[src/rtl/count_en_pkg.sv]
// count_en_pkg: shared defaults and mode encoding for the counter enable generator.
package count_en_pkg;
    localparam int DB_LEN_DEF = 4;
    localparam int PS_DIV_DEF = 8;
    localparam logic MODE_AUTO = 1'b1;
endpackage

[src/rtl/en_debounce.sv]
// en_debounce: button synchroniser, debouncer and rising-commit pulse.
module en_debounce
    import count_en_pkg::*;
#(
    parameter int DB_W   = 3,
    parameter int DB_LEN = DB_LEN_DEF
) (
    input  logic clk,
    input  logic rst,
    input  logic btn,
    output logic level,
    output logic rise,
    output logic busy
);
    logic s1, s2, commit;
    logic [DB_W-1:0] db_cnt;
    assign commit = (s2 != level) && (db_cnt == DB_W'(DB_LEN - 1));
    // rise is combinational so the top can register en on the commit edge itself
    assign rise = commit && s2;
    assign busy = db_cnt != '0;
    always_ff @(posedge clk or posedge rst) begin
        if (rst) begin
            s1     <= 1'b0;
            s2     <= 1'b0;
            level  <= 1'b0;
            db_cnt <= '0;
        end else begin
            s1 <= btn;
            s2 <= s1;
            if (s2 == level) db_cnt <= '0;
            else if (commit) begin
                level  <= s2;
                db_cnt <= '0;
            end else db_cnt <= db_cnt + 1'b1;
        end
    end
endmodule

[src/rtl/count_en_gen.sv]
// count_en_gen: single-cycle enable pulses from a debounced button or a prescaler tick.
module count_en_gen
    import count_en_pkg::*;
#(
    parameter int DB_W   = 3,
    parameter int DB_LEN = DB_LEN_DEF,
    parameter int PS_W   = 3,
    parameter int PS_DIV = PS_DIV_DEF
) (
    input  logic clk,
    input  logic rst,
    input  logic btn,
    input  logic auto,
    output logic en,
    output logic btn_level,
    output logic bouncing
);
    logic rise, wrap, auto_on;
    logic [PS_W-1:0] ps_cnt;
    en_debounce #(.DB_W(DB_W), .DB_LEN(DB_LEN)) u_db (
        .clk  (clk),
        .rst  (rst),
        .btn  (btn),
        .level(btn_level),
        .rise (rise),
        .busy (bouncing)
    );
    assign auto_on = auto == MODE_AUTO;
    assign wrap    = ps_cnt == PS_W'(PS_DIV - 1);
    // in auto mode button commits still move btn_level but never reach en
    always_ff @(posedge clk or posedge rst) begin
        if (rst) begin
            ps_cnt <= '0;
            en     <= 1'b0;
        end else begin
            ps_cnt <= auto_on ? (wrap ? '0 : ps_cnt + 1'b1) : '0;
            en     <= auto_on ? wrap : rise;
        end
    end
endmodule

[config.mk]
export PLATFORM = sky130hd
export DESIGN_NAME = count_en_gen
export DESIGN_NICKNAME = d
export VERILOG_FILES = /design/src/rtl/count_en_pkg.sv /design/src/rtl/en_debounce.sv /design/src/rtl/count_en_gen.sv
export SDC_FILE = /design/constraint.sdc
export NUM_CORES = 1
export LEC_CHECK = 0
export CORE_AREA = 3 3 40 42
export CTS_CLUSTER_SIZE = 24
export DETAILED_ROUTE_END_ITERATION = 16
export DIE_AREA = 0 0 43 45
export PLACE_DENSITY_LB_ADDON = 0.12
export SLEW_MARGIN = 10
export SYNTH_ARGS = -nofsm -noshare
export SYNTH_HDL_FRONTEND = slang
export SYNTH_SLANG_ARGS = --single-unit
[constraint.sdc]
create_clock -name clk -period 2.15 [get_ports clk]
set_input_delay 0.5375 -clock clk [delete_from_list [all_inputs] [get_ports clk]]
set_output_delay 0.5375 -clock clk [all_outputs]
set_load 0.01 [all_outputs]
* Yosys cells after proc, flatten, opt, wreduce, memory -nomap -nowiden
Cells that the tools add are included.
Widths: inputs -> output; s select.
** Storage, ports and cells
- Logic and storage cells :: 22
- Bits in registers :: 10
- Input bits :: 4
** Cells by class
- Mux-type cells :: 5
- Equality and inequality tests :: 4
- Add/subtract/negate cells :: 2
- Bitwise logic cells :: 1
- Reduce and logical (&&, ||, !) cells :: 4
** Operators by type and width (count)
- $mux 3 :: 4
- $add 3x1->3 const B :: 2
- $eq 3x2->1 const B :: 1
- $eq 3x3->1 const B :: 1
- $reduce_bool 3->1 :: 1
- $logic_and 1x1->1 :: 2
- $reduce_and 2->1 :: 1
- $eq 1x1->1 :: 1
- $mux 1 :: 1
- $ne 1x1->1 :: 1
- $not 1->1 :: 1

* Logic depth before layout (Yosys ltp)
- Depth after elaboration :: 4
- Gate-level depth with buffers :: 4
- Depth with buffers taken out :: 4

* By module
From an unflattened synthesis, not the netlist that was laid out.
** Unflattened totals
- Cell total of the unflattened synthesis :: 30
- Area, all modules :: 432.9 µm²
** By module, submodules not included
- en_debounce :: cells an instance 19, area an instance 261.5 µm², instances 1
- count_en_gen :: cells an instance 11, area an instance 171.4 µm², instances 1

* Least setup slack after synthesis
Ideal clock, no wire load.
- Path type :: reg-to-output
- From :: register u_db.db_cnt[0]
- To :: output bouncing
- Cell stages (with the launch flop) :: 4
- Path buffers :: 0
- Data arrival time :: 670 ps
- Setup slack :: 943 ps
- Cell sequence :: dfrtp_1 -> inv_1 -> ha_1 -> nand2b_1
** On the way
- Word-level cells in the longest chain between the ends :: 1
** Ends and longest elaborated chain
- start: declaration :: RTL line en_debounce.sv:16 : logic [DB_W-1:0] db_cnt;
- start signal: assignment :: RTL line en_debounce.sv:34 : end else db_cnt <= db_cnt + 1'b1;
- $reduce_bool 3->1 :: RTL line en_debounce.sv:20 : assign busy = db_cnt != '0;
- end: declaration :: RTL line count_en_gen.sv:16 : output logic bouncing
Every way passes these cells.

* Worst setup path in the final report
Same ends and word-level chain as after synthesis.

==> flow_summary.ini <==
[timing]
period_share = 0.930
setup_tns_ns = 0
timing.fmax_ghz = 0.500
drv_slew = 0
worst_slew_pin_slew_ns = 0.350
rsz0062_at_grt = no
fin_ws_ns = 0.151
relSlewSlack = 0.767
finalClockSkew_ns = 0.000964
setup_viol = 0
hold_viol = 0
fin_crit_ns = 2.00

[logic_synthesis]
synth-compound-area-share = 0.0119
synth_cells = 30
synth_top_family_by_area = simple AND/OR/NAND/NOR gates
synth_simple_gate_area_frac = 0.188
yosysSeqAreaShare = 0.597
yosysTopAreaCellShare = 0.597
mappedNetlistArea_um2 = 419
synthMuxAreaShare = 0.0358
yosysTopAreaCell = dfrtp_1
synth_xor_area_frac = 0.0209
synth_seq_cells = 10
syn-num-nets = 38
netlist_top_cells_area = dfrtp_1, ha_1, mux2_4
syn_avg_cell_area_um2 = 14.0
synth-adder-area-share = 0.119
synth.distinct_cells = 15
yosysWarningCount = 0

[worst_setup_path]
slowest_stage = clkdlybuf4s50_1
crit_buf_inv = 2
crit_family = buffers and inverters
crit_type = reg -> out
critical_path_required_ns = 1.61
crit_fanout = 3
arrival_ns = 1.46
worstSetupEndpointType = output port
crit_path_start = u_db.db_cnt[0]$_DFF_PP0_
timing.rr.start = u_db.db_cnt[0]$_DFF_PP0_
slowest_delay_ns = 0.52
crit_path_cell_trace = inv_1 > ha_1 > nand2b_1 > clkdlybuf4s50_1
start_kind = flop

[drt]
drt_drc_violations_left = 0
avgRoutedWirePerCell_um = 10.7
routed_via_density = 4.48
drtAntennaViolNets = 0
finalWirelength_um = 579
drt-pass1-iter-count = 1
drt_iter0_drc = 0
dr_total_vias = 242

[cts]
cts_tree = built
holdBufCountCts = 0
clock_latency_ns = 0.25
root_buffer = clkbuf_4
clk_pin_slew_worst_paths_ns = 0.06
htree_levels = 1
cts_buffers = 3
cts_buffer_depth = 2
clkSinkCount = 10
ctsResizeCount = 0
post_cts_buffers = 0

[final_layout]
post-route-util = 0.405
nets = 49
stdcell_count = 54
mostFrequentLayoutCells = dfrtp_1, clkdlybuf4s50_1, ha_1, inv_1, clkbuf_4
mostFrequentLayoutCell = dfrtp_1
synthToLayoutAreaGrowth_pct = 24.2
drive_gt1_frac = 0.154
antenna-diode-count = 0

[floorplan]
dieArea_um2 = 1940
start_util = 0.326
row_count = 13
die_h_um = 45
core_area_um2 = 1280
io_pins = 7
die_w_um = 43

[global_routing]
grt_antenna_before_repair = 0
grt-ovfl-total = 0
grt_pass1_wl_um = 1060
grt.total_usage = 0.0812
grt_pass1_vias = 281
grt_max_degree = 11

[place]
dp_cells = 51
finalWeightedCongestion = 0.626
port_buffers = 6
place_ws_ns = 0.411

[power_and_ir_drop]
power_density_nw_per_um2 = 1010
leakage_nw = 0.248
ir_drop_uv = 385
p_total_mw = 0.525

[flow_run]
max-cap-violations = 0

[hold_path]
hold_class = reg -> reg
worst_hold_startpoint = u_db.s1$_DFF_PP0_

[status]
status = finished, final reports clean
==> Yosys cell counts (all sizes together) <==
| master | count |
|---|---|
| xnor2 | 1 |
| inv | 3 |
| nor3 | 1 |
| mux2 | 1 |
| and2 | 2 |
| nor2b | 2 |
| nand2 | 1 |
| nand4bb | 1 |
| nor3b | 2 |
| dfrtp | 10 |
| ha | 4 |
| nand2b | 1 |
| o21ai | 1 |
==> cell type report <==
type	count	area (um2)
clock buffers	3	22.5
fillers	128	764
inverters	3	11.3
multi-input cells	17	158
flip-flops and latches	10	250
well taps	15	18.8
repair buffers	6	60.1
==> worst register-to-register path, stage by stage (launching register included) <==
cell	delay, ns
dfrtp_1	0.40
ha_1	0.25
nor2b_4	0.15
mux2_4	0.30
==> routing by layer <==
metal,global-route usage,wire [um],vias up
li1,-,-,116
met1,0.0682,228,115
met2,0.144,296,7
met3,0.0359,38,4
met4,0.0723,15,0
met5,0,0,-
==> sequential cells by signal (all words and copies together) (netlist names) <==
register	cells
u_db.s1	1
en	1
u_db.s2	1
ps_cnt	3
u_db.level	1
u_db.db_cnt	3
==> stage by stage <==
stage | hold WS [ns] | area [um2]
floorplan | 0.331 | 419
global placement | 0.339 | 498
detailed placement | 0.344 | 498
CTS | 0.357 | 520
global route | 0.381 | 520
finish | 0.355 | 520
==> logic make-up after synthesis <==
family | count (synthesis)
buf+inv | 3
compound gates | 1
flops | 10
xor+xnor | 1
fa+ha+maj | 4
simple gates | 10
mux | 1
==> power breakdown <==
part | internal (mW) | switching (mW) | total [mW]
logic | 0.0959 | 0.0632 | 0.159
clock network | 0.0642 | 0.0556 | 0.120
registers | 0.221 | 0.0254 | 0.246
total | 0.381 | 0.144 | 0.525
==> path summary, 6_finish.rpt <==
kind | to | slack [ns] | depth (start not counted)
min in group asynchronous | ps_cnt[1]$_DFF_PP0_ | 0.54 | 2
hold / removal | u_db.s2$_DFF_PP0_ | 0.35 | 0
hold reg to reg | u_db.s2$_DFF_PP0_ | 0.35 | 0
setup / recovery | bouncing | 0.15 | 4
setup reg to reg | u_db.level$_DFFE_PP0P_ | 0.95 | 3
max in group asynchronous | u_db.db_cnt[1]$_DFF_PP0_ | 1.36 | 2
Power figures use the tool's default switching activity.
